## src/rtl/branch_resolve.sv

```systemverilog
// ---------------------------------------------------------------------------
// branch_resolve
//
// ID-stage branch/jump resolution for the pipelined MIPS core. Sits directly
// downstream of the branch comparator: chooses the comparator mode, waits
// (stalling ID) until forwarded operands are valid, decides taken/not-taken,
// and issues a one-cycle PC redirect plus IF/ID flush with the target.
//
// Parameters:
//   WAIT_MAX     maximum consecutive operand-wait cycles before hazard_err
//
// Ports:
//   clk          core clock, rising-edge
//   rst          synchronous active-high reset
//   id_valid     ID slot holds a valid instruction
//   id_pc        PC of the instruction in ID
//   br_type      0 none, 1 beq, 2 bne, 3 bltz, 4 bgez, 5 j, 6-7 none
//   id_jidx      instruction bits [25:0] ([15:0] = branch offset)
//   ops_ready    forwarded comparator operands valid this cycle
//   zero/one     comparator equal / not-equal results
//   cmp_out      comparator sign-test result for the selected mode
//   cmp_sel      comparator mode (1 for bgez), combinational
//   stall_id     hold PC and IF/ID, combinational
//   redirect     load pc_target into PC, registered, one cycle wide
//   flush_ifid   squash IF/ID, registered, identical to redirect
//   pc_target    redirect address, registered
//   hazard_err   sticky: operand wait exceeded WAIT_MAX
//   br_count     resolved conditional branches (stats build only)
//   taken_count  taken conditional branches (stats build only)
//
// Handshake: an instruction is consumed when id_valid=1 and stall_id=0 in a
// cycle the FSM is not in REDIRECT; the slot seen during REDIRECT is the
// squashed one and is ignored.
//
// Optional feature macro: BRANCH_RESOLVE_STATS_EN (branch statistics
// counters). Without it br_count and taken_count are tied to 0.
// ---------------------------------------------------------------------------
module branch_resolve #(
   parameter int WAIT_MAX = 3
) (
   input  logic        clk,
   input  logic        rst,
   input  logic        id_valid,
   input  logic [31:0] id_pc,
   input  logic [2:0]  br_type,
   input  logic [25:0] id_jidx,
   input  logic        ops_ready,
   input  logic        zero,
   input  logic        one,
   input  logic        cmp_out,
   output logic        cmp_sel,
   output logic        stall_id,
   output logic        redirect,
   output logic        flush_ifid,
   output logic [31:0] pc_target,
   output logic        hazard_err,
   output logic [31:0] br_count,
   output logic [31:0] taken_count
);

   typedef enum logic [1:0] {
      S_IDLE     = 2'd0,
      S_WAIT     = 2'd1,
      S_REDIRECT = 2'd2
   } state_t;

   localparam logic [31:0] WAIT_LIM = 32'(WAIT_MAX);

   state_t      state, state_next;
   logic [31:0] wait_cnt;

   logic        is_cond, is_jump, cond_taken;
   logic        resolve_cond, jump_go, take;
   logic        wait_start, wait_inc;
   logic        stall_raw;
   logic [31:0] pc_plus4, br_target, jmp_target, tgt;

   // Instruction decode and condition evaluation
   always_comb begin
      is_cond    = (br_type >= 3'd1) && (br_type <= 3'd4);
      is_jump    = (br_type == 3'd5);
      cond_taken = 1'b0;
      case (br_type)
         3'd1:    cond_taken = zero;
         3'd2:    cond_taken = one;
         3'd3,
         3'd4:    cond_taken = cmp_out;
         default: cond_taken = 1'b0;
      endcase
   end

   // Targets wrap modulo 2^32 by construction of 32-bit adds
   always_comb begin
      pc_plus4   = id_pc + 32'd4;
      br_target  = pc_plus4 + {{14{id_jidx[15]}}, id_jidx[15:0], 2'b00};
      jmp_target = {pc_plus4[31:28], id_jidx, 2'b00};
      tgt        = is_jump ? jmp_target : br_target;
   end

   // Next-state logic
   always_comb begin
      state_next   = state;
      stall_raw    = 1'b0;
      resolve_cond = 1'b0;
      jump_go      = 1'b0;
      wait_start   = 1'b0;
      wait_inc     = 1'b0;
      case (state)
         S_IDLE: begin
            if (id_valid) begin
               if (is_jump) begin
                  jump_go = 1'b1;
               end else if (is_cond) begin
                  if (ops_ready) begin
                     resolve_cond = 1'b1;
                  end else begin
                     stall_raw  = 1'b1;
                     wait_start = 1'b1;
                     state_next = S_WAIT;
                  end
               end
            end
         end
         S_WAIT: begin
            // An external flush (id_valid drop) abandons the wait silently
            if (!id_valid || !(is_cond || is_jump)) begin
               state_next = S_IDLE;
            end else if (is_jump) begin
               jump_go    = 1'b1;
               state_next = S_IDLE;
            end else if (ops_ready) begin
               resolve_cond = 1'b1;
               state_next   = S_IDLE;
            end else begin
               stall_raw = 1'b1;
               wait_inc  = 1'b1;
            end
         end
         S_REDIRECT: begin
            // Slot in ID now is the squashed one: no resolve, no stall
            state_next = S_IDLE;
         end
         default: state_next = S_IDLE;
      endcase
      take = jump_go || (resolve_cond && cond_taken);
      if (take) state_next = S_REDIRECT;
   end

   assign stall_id = stall_raw && !rst;
   assign cmp_sel  = (br_type == 3'd4) && !rst;

   always_ff @(posedge clk) begin
      if (rst) begin
         state      <= S_IDLE;
         redirect   <= 1'b0;
         flush_ifid <= 1'b0;
         pc_target  <= '0;
         hazard_err <= 1'b0;
         wait_cnt   <= '0;
      end else begin
         state      <= state_next;
         redirect   <= take;
         flush_ifid <= take;
         if (take) pc_target <= tgt;
         if (wait_start) begin
            wait_cnt <= 32'd1;
         end else if (wait_inc) begin
            // Saturate just above the limit so a long wait cannot wrap
            if (wait_cnt <= WAIT_LIM) wait_cnt <= wait_cnt + 32'd1;
            if (wait_cnt >= WAIT_LIM) hazard_err <= 1'b1;
         end else if (state_next != S_WAIT) begin
            wait_cnt <= '0;
         end
      end
   end

`ifdef BRANCH_RESOLVE_STATS_EN
   logic [31:0] br_cnt_q, taken_cnt_q;

   always_ff @(posedge clk) begin
      if (rst) begin
         br_cnt_q    <= '0;
         taken_cnt_q <= '0;
      end else if (resolve_cond) begin
         br_cnt_q <= br_cnt_q + 32'd1;
         if (cond_taken) taken_cnt_q <= taken_cnt_q + 32'd1;
      end
   end

   assign br_count    = br_cnt_q;
   assign taken_count = taken_cnt_q;
`else
   assign br_count    = '0;
   assign taken_count = '0;
`endif

endmodule

```

## config.mk

```make
export PLATFORM = sky130hd
export DESIGN_NAME = branch_resolve
export DESIGN_NICKNAME = d
export VERILOG_FILES = /design/src/rtl/branch_resolve.sv
export SDC_FILE = /design/constraint.sdc
export NUM_CORES = 1
export LEC_CHECK = 0
export CAP_MARGIN = 20
export CORE_ASPECT_RATIO = 1.1
export CORE_MARGIN = 2
export CORE_UTILIZATION = 40
export DETAILED_ROUTE_END_ITERATION = 10
export GPL_TIMING_DRIVEN = 0
export HOLD_SLACK_MARGIN = 0.15
export PLACE_DENSITY = 0.7
export SETUP_SLACK_MARGIN = 0.05
export SLEW_MARGIN = 5
export SYNTH_ARGS = -nofsm -noshare
export SYNTH_HDL_FRONTEND = slang
export SYNTH_SLANG_ARGS = --single-unit
```

## constraint.sdc

```tcl
create_clock -name clk -period 5 [get_ports clk]
set_clock_uncertainty 0.1 [all_clocks]
set_input_delay 0.5 -clock clk [delete_from_list [all_inputs] [get_ports clk]]
set_output_delay 0.5 -clock clk [all_outputs]
set_load 0.01 [all_outputs]
```

Yosys cells after proc, flatten, opt, wreduce, memory -nomap -nowiden
Cells that the tools add are included.
{"block": "totals", "out_inout_bits": 101, "ff_bits": 68, "inputBits": 68, "wordCells": 76}
{"block": "op_classes", "bitwise_logic": 1, "n_mux": 35, "order_cmp": 4, "eq_ne": 9, "n_reduce_logical": 18, "add_sub_neg": 3}
{"operator": "32-bit two-way mux", "count": 4}
{"operator": "32-bit by 1-bit adder with 32-bit output (second input constant)", "count": 1}
{"operator": "32-bit by 3-bit adder with 32-bit output (second input constant)", "count": 1}
{"operator": "32-bit adder", "count": 1}
{"operator": "32-bit by 2-bit greater-or-equal comparator with 1-bit output (second input constant)", "count": 1}
{"operator": "32-bit by 2-bit <= comparator with 1-bit output (second input constant)", "count": 1}
{"operator": "1-bit two-way mux", "count": 18}
{"operator": "2-bit two-way mux", "count": 8}
{"operator": "3-bit by 2-bit == test with 1-bit output (second input constant)", "count": 2}
{"operator": "3-bit == test (second input constant)", "count": 2}
{"operator": "1-bit case mux with 2 select lines", "count": 3}
{"operator": "1-bit logical AND", "count": 4}
{"operator": "2-bit by 1-bit inequality test with 1-bit output (second input constant)", "count": 2}
{"operator": "2-bit case mux with 2 select lines", "count": 1}
{"operator": "2-bit AND reduction", "count": 2}
{"operator": "2-bit OR reduction", "count": 2}
{"operator": "3-bit by 1-bit == test with 1-bit output (second input constant)", "count": 1}
{"operator": "3-bit by 1-bit greater-or-equal comparator with 1-bit output (second input constant)", "count": 1}
{"operator": "3-bit <= comparator (second input constant)", "count": 1}
{"operator": "1-bit logical NOT", "count": 3}
{"operator": "1-bit logical OR", "count": 3}
{"operator": "3-bit by 2-bit inequality test with 1-bit output (second input constant)", "count": 1}
{"operator": "1-bit case mux with 3 select lines", "count": 1}
{"operator": "3-bit AND reduction", "count": 1}
{"operator": "5 further kinds", "count": 5}

Logic depth before layout (Yosys ltp)
Gate-level depths: netlist of run 1.
{"block": "logic_depth", "ltp_word": 14, "depth_mapped": 17}

Least setup slack after synthesis of run 1
Ideal clock, no wire load.
{"block": "synth_path", "kind": "input to register", "from": "in id_pc[5]", "to": "reg pc_target[25]", "setup_ns": 0.103, "cell_stages": 15, "slack_ns": 1.556, "path_buffers": 1, "t_arrival_ns": 3.241, "required_time_ns": 4.797, "cell_sequence": "and4_1 and3_1 buf_2 nand2_1 nor2_1 xor2_1 ha_1 and3_1 a221oi_1 o21ai_1 a221oi_2 a21oi_2 nor2_1 xor2_1 a2111oi_2"}
{"block": "synth_via", "elab_chain_len": 3}
{"item": "start: declaration", "line_no": "44", "source": "input logic [31:0] id_pc,"}
{"item": "32-bit by 3-bit adder with 32-bit output", "line_no": "94", "source": "pc_plus4 = id_pc + 32'd4;"}
{"item": "32-bit adder", "line_no": "95", "source": "br_target = pc_plus4 + {{14{id_jidx[15]}}, id_jidx[15:0], 2'b00};"}
{"item": "32-bit two-way mux", "line_no": "97", "source": "tgt = is_jump ? jmp_target : br_target;"}
{"item": "end signal: assignment", "line_no": "164", "source": "if (take) pc_target <= tgt;"}
{"item": "end: declaration", "line_no": "55", "source": "output logic [31:0] pc_target,"}
No other way between the ends.
A chain may end at the register's enable or synchronous reset.

Final worst setup path of run 1
{"block": "layout_path", "from": "in id_pc[4]", "to": "reg pc_target[25]"}
Same word-level chain as after synthesis.

==> results of run 1 <==
==> stage by stage <==
stage / utilization / hold WS, ns
finish: 0.5464 / 0.3565
global route: 0.5464 / 0.4018
CTS: 0.5464 / 0.3553
detailed placement: 0.5260 / 0.3477
global placement: 0.5260 / 0.3382
floorplan: - / 0.3372
==> Yosys cell counts, types with 4 or more instances <==
cell type,n
a211oi_1,10
a21o_1,16
a21oi_1,51
a311oi_1,7
a31oi_1,15
and2_1,20
and3_1,12
and4_1,5
buf_2,9
buf_4,66
clkbuf_1,18
dfxtp_1,68
ha_1,36
inv_1,9
nand2_1,56
nand3_1,30
nand4_1,20
nor2_1,72
nor2b_1,4
nor3_1,18
nor4_1,8
o211a_1,4
o211ai_1,4
o21a_1,4
o21ai_0,13
o21ai_1,11
o21bai_1,4
or3_1,6
xnor2_1,33
xor2_1,20
==> power groups by stage <==
stage	logic, uW	clock network (uW)	registers, uW
finish	530	576	575
global route	579	604	576
CTS	525	579	575
detailed placement	522	0	586
global placement	520	0	586
floorplan	338	0	591
==> path summary, 6_finish.rpt <==
path	start	to	slack [ns]	cells past startpoint
worst max register to register	wait_cnt[3]	wait_cnt[28]	2.73	8
worst min register to register	pc_target[4]	pc_target[4]	0.36	2
worst min-delay path	pc_target[4]	pc_target[4]	0.36	2
worst max-delay path	id_pc[4]	pc_target[25]	0.90	16
==> cell usage in the layout, fill, tap and decap left out, types with 5 or more instances in the layout <==
master / count
clkdlybuf4s50_1: 103
nor2_1: 72
dfxtp_1: 68
buf_4: 66
conb_1: 64
nand2_1: 56
a21oi_1: 51
ha_1: 36
xnor2_1: 33
nand3_1: 30
and2_1: 20
nand4_1: 20
xor2_1: 20
clkbuf_1: 20
nor3_1: 18
a21o_1: 16
a31oi_1: 15
o21ai_0: 13
and3_1: 12
o21ai_1: 11
a211oi_1: 10
buf_2: 9
inv_1: 9
clkbuf_16: 9
nor4_1: 8
a311oi_1: 7
or3_1: 6
and4_1: 5
==> layout make-up <==
class	count	share of cell area
multi-input combinational	591	0.5109
tap	184	0.03176
sequential	68	0.1878
timing repair buffer	103	0.1422
clock buffer	13	0.03590
inverter	9	0.004660
clock inverter	2	0.001381
buffer	96	0.08543
==> registers in the layout (all words and copies together) (netlist names) <==
name        cells
pc_target      32
state           2
flush_ifid      1
wait_cnt       32
hazard_err      1
==> critical path, stage by stage <==
cell and delay, ns:
clkdlybuf4s50_1 0.54, and4_1 0.28, and3_1 0.16, buf_2 0.17
nand2_1 0.07, nor2_1 0.25, xor2_1 0.24, ha_1 0.35
and3_1 0.23, a221oi_1 0.23, o21ai_1 0.13, a221oi_2 0.34
a21oi_2 0.13, nor2_1 0.13, xor2_1 0.11, a2111oi_2 0.34
==> cell families after synthesis <==
group                      share of synthesized area
and+or+nand+nor                               0.2452
AOI/OAI and AO/OA                             0.2143
buffers and inverters                         0.1191
DFF                                           0.2483
xor gates and xnor gates                     0.08468
adders and majority gates                    0.08582
other                                      0.0006841
muxes                                       0.001826
==> metal layers <==
metal	share of wire	routed length, um	global-route usage	vias to the layer above
met1	0.45	6658	0.2513	2384
met3	0.045	666	0.02867	22
met2	0.49	7248	0.3388	143
met5	0	0	0	-
li1	-	-	-	2740
met4	0.018	262	0.05812	0
==> results.md, run 1 <==
- Tot GR Track Use: 0.1961
- Drt first-iter violations: 252
- Std cell rows: between 40 and 50
- Setup tns final: 0 ns
- CP arrival: ~4.2 ns
- CTS Hold Bufs: 0
- Worst min path class: reg2reg
- Boundary Pins: 169
- Seq. cell area: 1361 um2
- Post-synth cell types: 67
- Final WS setup: approximately 0.9 ns
- Outcome: finished clean
- H-tree levels: 3
- Die Wd: 115.6 um
- Final GP Congestion: between 0.9 and 1
- Req. time, crit path: ~5.1 ns
- Pins Over Slew Limit: 0
- Diode count: 0
- Setup Viol. Count Final: 0
- Netlist Area Pre-Place: ~5500 um2
- Die Area: 14660 um2
- Syn avg cell area: around 7.8 um2
- Vias: 5289
- Initial Util: 0.4131
- Post-CTS setup buffers: 0
- Dpl cells: ~1100
- Post-route ant nets: 0
- Number of synthesized flops with an enable pin: 0
- Final Cell Area: 7249 um2
- Core ar.: about 13000 um2
- Post-CTS Resized: 0
- CTS tree: yes
- Leading area contributor after synthesis: dfxtp_1
- First-pass GRT wire length: ~23 mm
- Ys Warns: 0
- Clk slew on worst S/H paths: around 0.050 ns
- Register area share after synthesis: 0.2483
- Setup crit end kind: flip-flop
- Int Power: approximately 1200 uW
- Largest net degree at the start of global routing: 21
- Proportion of layout cells with a drive suffix above 1: 0.1236
- Pleak: ~0.0031 uW
- Port Buffer Count: 103
- Clock latency on the worst-skew pair: between 0.3 and 0.4 ns
- Vias in the first global route: about 4700
- CP startpoint kind: primary input
- Overflow left after global routing: 0
- Area growth syn-to-layout: 32.25%
- Sw Share: 0.3042
- Clock sinks: 68
- Antenna violations before repair: 0
- Clock root cell: clkbuf_16
- Non-filler cells, final: around 1100
- RSZ-0062 raised after global routing: false
- Setup CP Type: in2reg
- Max Fclk: 244.1 MHz
- Post-DP Area: 6979 um2
- Die height: roughly 130 um
- Clock power share: 0.343
- DR pass1 iterations: 4
- Slew margin rel.: 0.4180
- Nets: around 1000
- Logic gate share of total power: 0.315
- Final worst path period need: slightly above 4 ns
- Routed len/inst: about 14 um
- CP max FO: 7
- Gate Count Post-Synth: between 700 and 800
- Largest cells by area after synthesis: dfxtp_1 25%, buf_4 9.0%, ha_1 8.2%
- Async SR Flop Fraction: 0
- Total CTS buffers: 9
- Pre-CTS setup slack: ~0.6 ns
- Sw Pwr: 511.2 uW
- Overall Power: 1680 uW
- Sequential share of power: 0.342
- Final Hold Fails: 0
- # fillers: 1300
- DP HPWL: around 12 mm
- Max Buffers Root-to-Sink: 2
- Worst-Margin Slew: 0.8703 ns
- Synth top area share: 0.2483
- Multi-input logic area: 3704 um2
- Final Cycle Share: 0.8195
- Worst IR Drop VDD: 0.0001331 V
- PwrDens: 231.8 nW/um2
- Drc violations: 0
- Max-Cap Viols: 0
- Yosys reg bits: between 60 and 70
- Main synth FF type: dfxtp_1
- Final WL: roughly 15 mm
- DR vias/cell: roughly 5.0
(Power assumes the default switching activity.)
==> run 2, diff against run 1 <==
--- a/config.mk
+++ b/config.mk
@@ -12,7 +12,7 @@
 export DETAILED_ROUTE_END_ITERATION = 10
 export GPL_TIMING_DRIVEN = 0
 export HOLD_SLACK_MARGIN = 0.15
-export PLACE_DENSITY = 0.7
+export PLACE_DENSITY = 0.73
 export SETUP_SLACK_MARGIN = 0.05
 export SLEW_MARGIN = 5
 export SYNTH_ARGS = -nofsm -noshare
==> constraint.sdc (replaced) <==
create_clock -name clk -period 3.4 [get_ports clk]
set_clock_uncertainty 0.1 [all_clocks]
set_input_delay 0.34 -clock clk [delete_from_list [all_inputs] [get_ports clk]]
set_output_delay 0.34 -clock clk [all_outputs]
set_load 0.01 [all_outputs]
==> results.md, run 2 (synthesis gave the netlist of run 1 again) <==
- Die height: 126.8 um
- Proportion of layout cells with a drive suffix above 1: 0.1996
- Max-Cap Viols: 0
- Drc violations: 0
- Critical-path cell list: clkdlybuf4s15_1, nand4_1, nor2_2, nand3_2, buf_4, nor2_4, xor2_2, ha_4, and3_4, a221oi_2, o21ai_1, a221oi_2, a21oi_2, a31oi_1, xor2_1, a211oi_2
- Vias in the first global route: about 5000
- Clk slew on worst S/H paths: 0.06 ns
- Clock root cell: clkbuf_16
- PwrDens: approximately 360 nW/um2
- Setup Viol. Count Final: 0
- Boundary Pins: ~170
- Max Buffers Root-to-Sink: 2
- Most used cell, CP: a221oi_2
- Overall Power: between 2000 and 3000 uW
- Clock sinks: 68
- Worst r2r path cells: 8
- Commonest cells after routing, fill and taps aside: 94 x buf_4, 82 x clkdlybuf4s50_1, 68 x dfxtp_1
- Overflow left after global routing: 0
- Critical path's largest stage delay: about 0.38 ns
- Post-route ant nets: 0
- Largest net degree at the start of global routing: 21
- WHS Path Cells: 2
- Final WL: between 15 and 20 mm
- Nets: between 1000 and 1500
- DR vias/cell: between 5 and 6
- Pins Over Slew Limit: 0
- DP HPWL: around 12 mm
- Final Cycle Share: 0.9556
- Final Hold Fails: 0
- Die Area: around 15000 um2
- Commonest non-fill, non-tap cell in the layout: buf_4
- Die Wd: 115.6 um
- Outcome: finished clean
- Area growth syn-to-layout: 40.08%
- Req. time, crit path: around 3.5 ns
- Clock latency on the worst-skew pair: approximately 0.33 ns
- Slew margin rel.: 0.3888
- Diode count: 0
- Total CTS buffers: 9
- Port Buffer Count: 103
- Vias: about 5500
- Setup crit end kind: flip-flop
- Routed len/inst: between 10 and 15 um
- Hold WS: between 0.3 and 0.4 ns
- Max Fclk: a little over 300 MHz
- Initial Util: 0.4131
- Crit-path slowest cell: a221oi_2
- DR pass1 iterations: 5
- Final worst path period need: approximately 3.2 ns
- Worst IR Drop VDD: between 0.0002 and 0.0003 V
- Pleak: between 0.003 and 0.004 uW
- H-tree levels: 3
- Worst min path class: reg2reg
- Top flop regs: pc_target: 32 flops, wait_cnt: 32 flops, state: 2 flops
- CTS Hold Bufs: 0
- Drt first-iter violations: approximately 320
- CP max FO: 4
- RSZ-0062 raised after global routing: true
- CTS tree: yes
- CP startpoint kind: primary input
- Tot GR Track Use: 0.2043
- First-pass GRT wire length: roughly 24 mm
- Setup tns final: 0 ns
- CP arrival: roughly 3.3 ns
- Worst-Margin Slew: between 0.9 and 1 ns
- Antenna violations before repair: 0
- Std cell rows: 44
- Core ar.: between 10000 and 15000 um2
- Setup CP Type: in2reg
- Final GP Congestion: around 0.93
## run 2: layout make-up
class	instances	area, um2
Fill cell	1203	5589
Multi-Input combinational cell	591	3882
Sequential cell	68	1361
Timing Repair Buffer	129	1207
Buffer	94	623.1
Tap cell	184	230.2
Clock buffer	9	225.2
Clock inverter	7	115.1
Inverter	9	33.78
## run 2: path summary, 6_finish.rpt
check | endpoint | slack [ns] | from
worst min register to register | pc_target[4] | 0.36 | pc_target[4]
worst max-delay path | pc_target[27] | 0.15 | id_pc[14]
worst min-delay path | pc_target[4] | 0.36 | pc_target[4]
worst max register to register | wait_cnt[28] | 1.11 | wait_cnt[3]
## run 2: layer usage
metal / part of all wire / up-vias / track usage
met4: 0.020 / 0 / 0.05952
met2: 0.49 / 169 / 0.3529
met1: 0.44 / 2528 / 0.2626
met3: 0.048 / 21 / 0.02962
met5: 0 / - / 0
li1: - / 2793 / -
## run 2: what timing repair did
| item | 4_1_cts | 5_1_grt |
|---|---|---|
| endpoints found under the setup margin | 16 | 14 |
| gates resized for setup | 42 | 43 |
| buffers inserted | 21 | 5 |
| pin swaps | 26 | 21 |
## run 2: critical path: cells and delay by family
kind                     cells  cell delay, ns
buffers and inverters        2            0.39
AO/OA/AOI/OAI                6            1.20
AND/OR/NAND/NOR              5            0.71
XOR/XNOR                     2            0.46
adder cells (fa/ha/maj)      1            0.24
## run 2: report_power, final
part / total, uW / switching (uW) / internal, uW
clock network: 1060 / 344 / 712
logic: 830 / 437 / 393
registers: 847 / 20.6 / 826
total: 2730 / 801 / 1930
## run 2: metrics by stage
step,cell area [um2],instances,utilization,setup WS (ns)
2_1_floorplan,5718,764,-,0.1159
3_3_place_gp,6979,1051,0.5260,-0.8540
3_5_place_dp,6979,1051,0.5260,-0.9100
4_1_cts,7591,1086,0.5721,0.04392
5_1_grt,7679,1091,0.5787,0.02686
6_report,7679,1091,0.5787,0.1509
==> run 3, diff against run 2 <==
--- a/config.mk
+++ b/config.mk
@@ -8,11 +8,11 @@
 export CAP_MARGIN = 20
 export CORE_ASPECT_RATIO = 1.1
 export CORE_MARGIN = 2
-export CORE_UTILIZATION = 40
+export CORE_UTILIZATION = 35
 export DETAILED_ROUTE_END_ITERATION = 10
 export GPL_TIMING_DRIVEN = 0
 export HOLD_SLACK_MARGIN = 0.15
-export PLACE_DENSITY = 0.73
+export PLACE_DENSITY = 0.65
 export SETUP_SLACK_MARGIN = 0.05
 export SLEW_MARGIN = 5
 export SYNTH_ARGS = -nofsm -noshare
==> results.md, run 3 (synthesis gave the netlist of run 1 again) <==
- Drt first-iter violations: between 200 and 300
- Boundary Pins: 169
- Hold WS: between 0.3 and 0.4 ns
- Logic gate share of total power: 0.331
- Commonest non-fill, non-tap cell in the layout: buf_4
- Worst-Margin Slew: ~0.65 ns
- Die height: between 100 and 150 um
- Setup Viol. Count Final: 0
- Pleak: ~0.0033 uW
- Final GP Congestion: about 0.88
- Setup crit end kind: flip-flop
- Std cell rows: 47
- First-pass GRT wire length: roughly 25 mm
- Die Wd: between 100 and 150 um
- CP max FO: 7
- Outcome: finished clean
- Critical path's largest stage delay: around 0.51 ns
- Setup CP Type: in2reg
- Final WL: roughly 16 mm
- DR pass1 iterations: 5
- Port Buffer Count: about 100
- Tot GR Track Use: 0.1889
- Buf/Inv on CP: 1
- Sw Share: 0.3057
- Int Power: ~1800 uW
- Largest net degree at the start of global routing: 21
- Vias: between 5000 and 6000
- Area growth syn-to-layout: 40.15%
- Proportion of layout cells with a drive suffix above 1: 0.2029
- Top delay family on crit path: compound AO/OA/AOI/OAI gates
- Clk slew on worst S/H paths: about 0.05 ns
- Top flop regs: pc_target: 32 flops, wait_cnt: 32 flops, state: 2 flops
- Slew margin rel.: 0.5689
- Critical-path cell list: clkdlybuf4s50_1, and4_1, and3_1, and3_1, nand2_1, xnor2_2, ha_2, a21oi_2, o21bai_2, a21oi_2, o2111ai_2, o21ai_2, xor2_1, o21ai_1, o211a_1
- Overall Power: between 2000 and 3000 uW
- DR vias/cell: just under 5
- Worst IR Drop VDD: 0.0001845 V
- Antenna violations before repair: 0
- Clock root cell: clkbuf_16
- CP startpoint kind: primary input
- Die Area: 16680 um2
- Worst min path class: reg2reg
- PwrDens: 334.0 nW/um2
- H-tree levels: 3
- CP arrival: 3.36 ns
- CTS Hold Bufs: 0
- RSZ-0062 raised after global routing: true
- Crit-path slowest cell: clkdlybuf4s50_1
- Clock latency on the worst-skew pair: about 0.33 ns
- Core ar.: around 15000 um2
- Vias in the first global route: 4994
- Final WS setup: about 0.16 ns
- Setup tns final: 0 ns
- Drc violations: 0
- Post-route ant nets: 0
- Final worst path period need: around 3.2 ns
- Final Hold Fails: 0
- Total CTS buffers: 9
- Clock power share: 0.339
- Sequential share of power: 0.330
- Max Fclk: slightly above 300 MHz
- Pre-CTS setup slack: -0.9005 ns
- Overflow left after global routing: 0
- DP HPWL: approximately 12 mm
- CTS tree: yes
- Sw Pwr: just under 800 uW
- Clock sinks: between 60 and 70
- Pins Over Slew Limit: 0
- Req. time, crit path: 3.52 ns
- Diode count: 0
- Nets: 1007
- Initial Util: 0.3613
- Commonest cells after routing, fill and taps aside: 91 x buf_4, 82 x clkdlybuf4s50_1, 68 x nor2_1, 68 x dfxtp_1, 64 x conb_1
- Final Cycle Share: 0.9540
- Max Buffers Root-to-Sink: 2
- Max-Cap Viols: 0
- Routed len/inst: 14.62 um
## run 3: changes by cell type in the layout (fill, tap and decap cells not counted), sizes merged
cell	before	now
buf	104	103
bufinv	3	0
clkbuf	33	45
clkdlybuf4s15	3	2
clkinv	2	1
clkinvlp	2	0
dlymetal6s2s	9	5
## run 3: final timing paths
| check | from | slack (ns) | endpoint | cells after the start |
|---|---|---|---|---|
| setup / recovery | id_pc[22] | 0.16 | pc_target[30] | 15 |
| hold / removal | pc_target[1] | 0.35 | pc_target[1] | 2 |
| setup reg to reg | wait_cnt[23] | 1.14 | wait_cnt[28] | 8 |
| hold reg to reg | pc_target[1] | 0.35 | pc_target[1] | 2 |
## run 3: power groups by stage
stage / Sequential, uW / Combinational, uW / Clock [uW]
2_1_floorplan: 870 / 498 / 0
3_3_place_gp: 862 / 769 / 0
3_5_place_dp: 863 / 772 / 0
4_1_cts: 846 / 808 / 885
5_1_grt: 849 / 923 / 920
6_report: 846 / 849 / 870
## run 3: worst reg2reg max path, stage by stage (launching register included)
cell and delay [ns]:
dfxtp_1 0.32, nor4_1 0.32, nand4_1 0.21, nor2_2 0.26, a21boi_2 0.14, nor4_4 0.44
nor2b_1 0.23, a31oi_1 0.10, nor2_1 0.08
## run 3: per-layer routing
metal	vias up	share of wire	routed length, um	track usage
li1	2793	-	-	-
met1	2479	0.44	7082	0.2405
met2	162	0.50	8005	0.3288
met4	0	0.016	252	0.05240
met5	-	0	0	0
met3	22	0.049	789	0.02862
## run 3: per-stage QoR
stage,util,std cells,cell area [um2]
after detailed placement,0.4610,1063,6994
after CTS,0.4965,1095,7532
final,0.5064,1103,7682
after global routing,0.5064,1103,7682
after floorplan,-,764,5718
after global placement,0.4610,1063,6994
## run 3: final cells by class
| type | instances | area, um2 |
|---|---|---|
| Inverter | 9 | 33.78 |
| Tap cell | 196 | 245.2 |
| Fill cell | 1520 | 7490 |
| Sequential cell | 68 | 1361 |
| Multi-Input combinational cell | 591 | 3956 |
| Buffer | 94 | 626.9 |
| Clock buffer | 15 | 277.8 |
| Timing Repair Buffer | 129 | 1176 |
| Clock inverter | 1 | 5.005 |
## run 3: timing repair
| item | CTS | global route |
|---|---|---|
| endpoints found under the setup margin | 16 | 13 |
| buffers inserted | 18 | 8 |
| resized for setup | 48 | 55 |
| pin swaps | 21 | 38 |
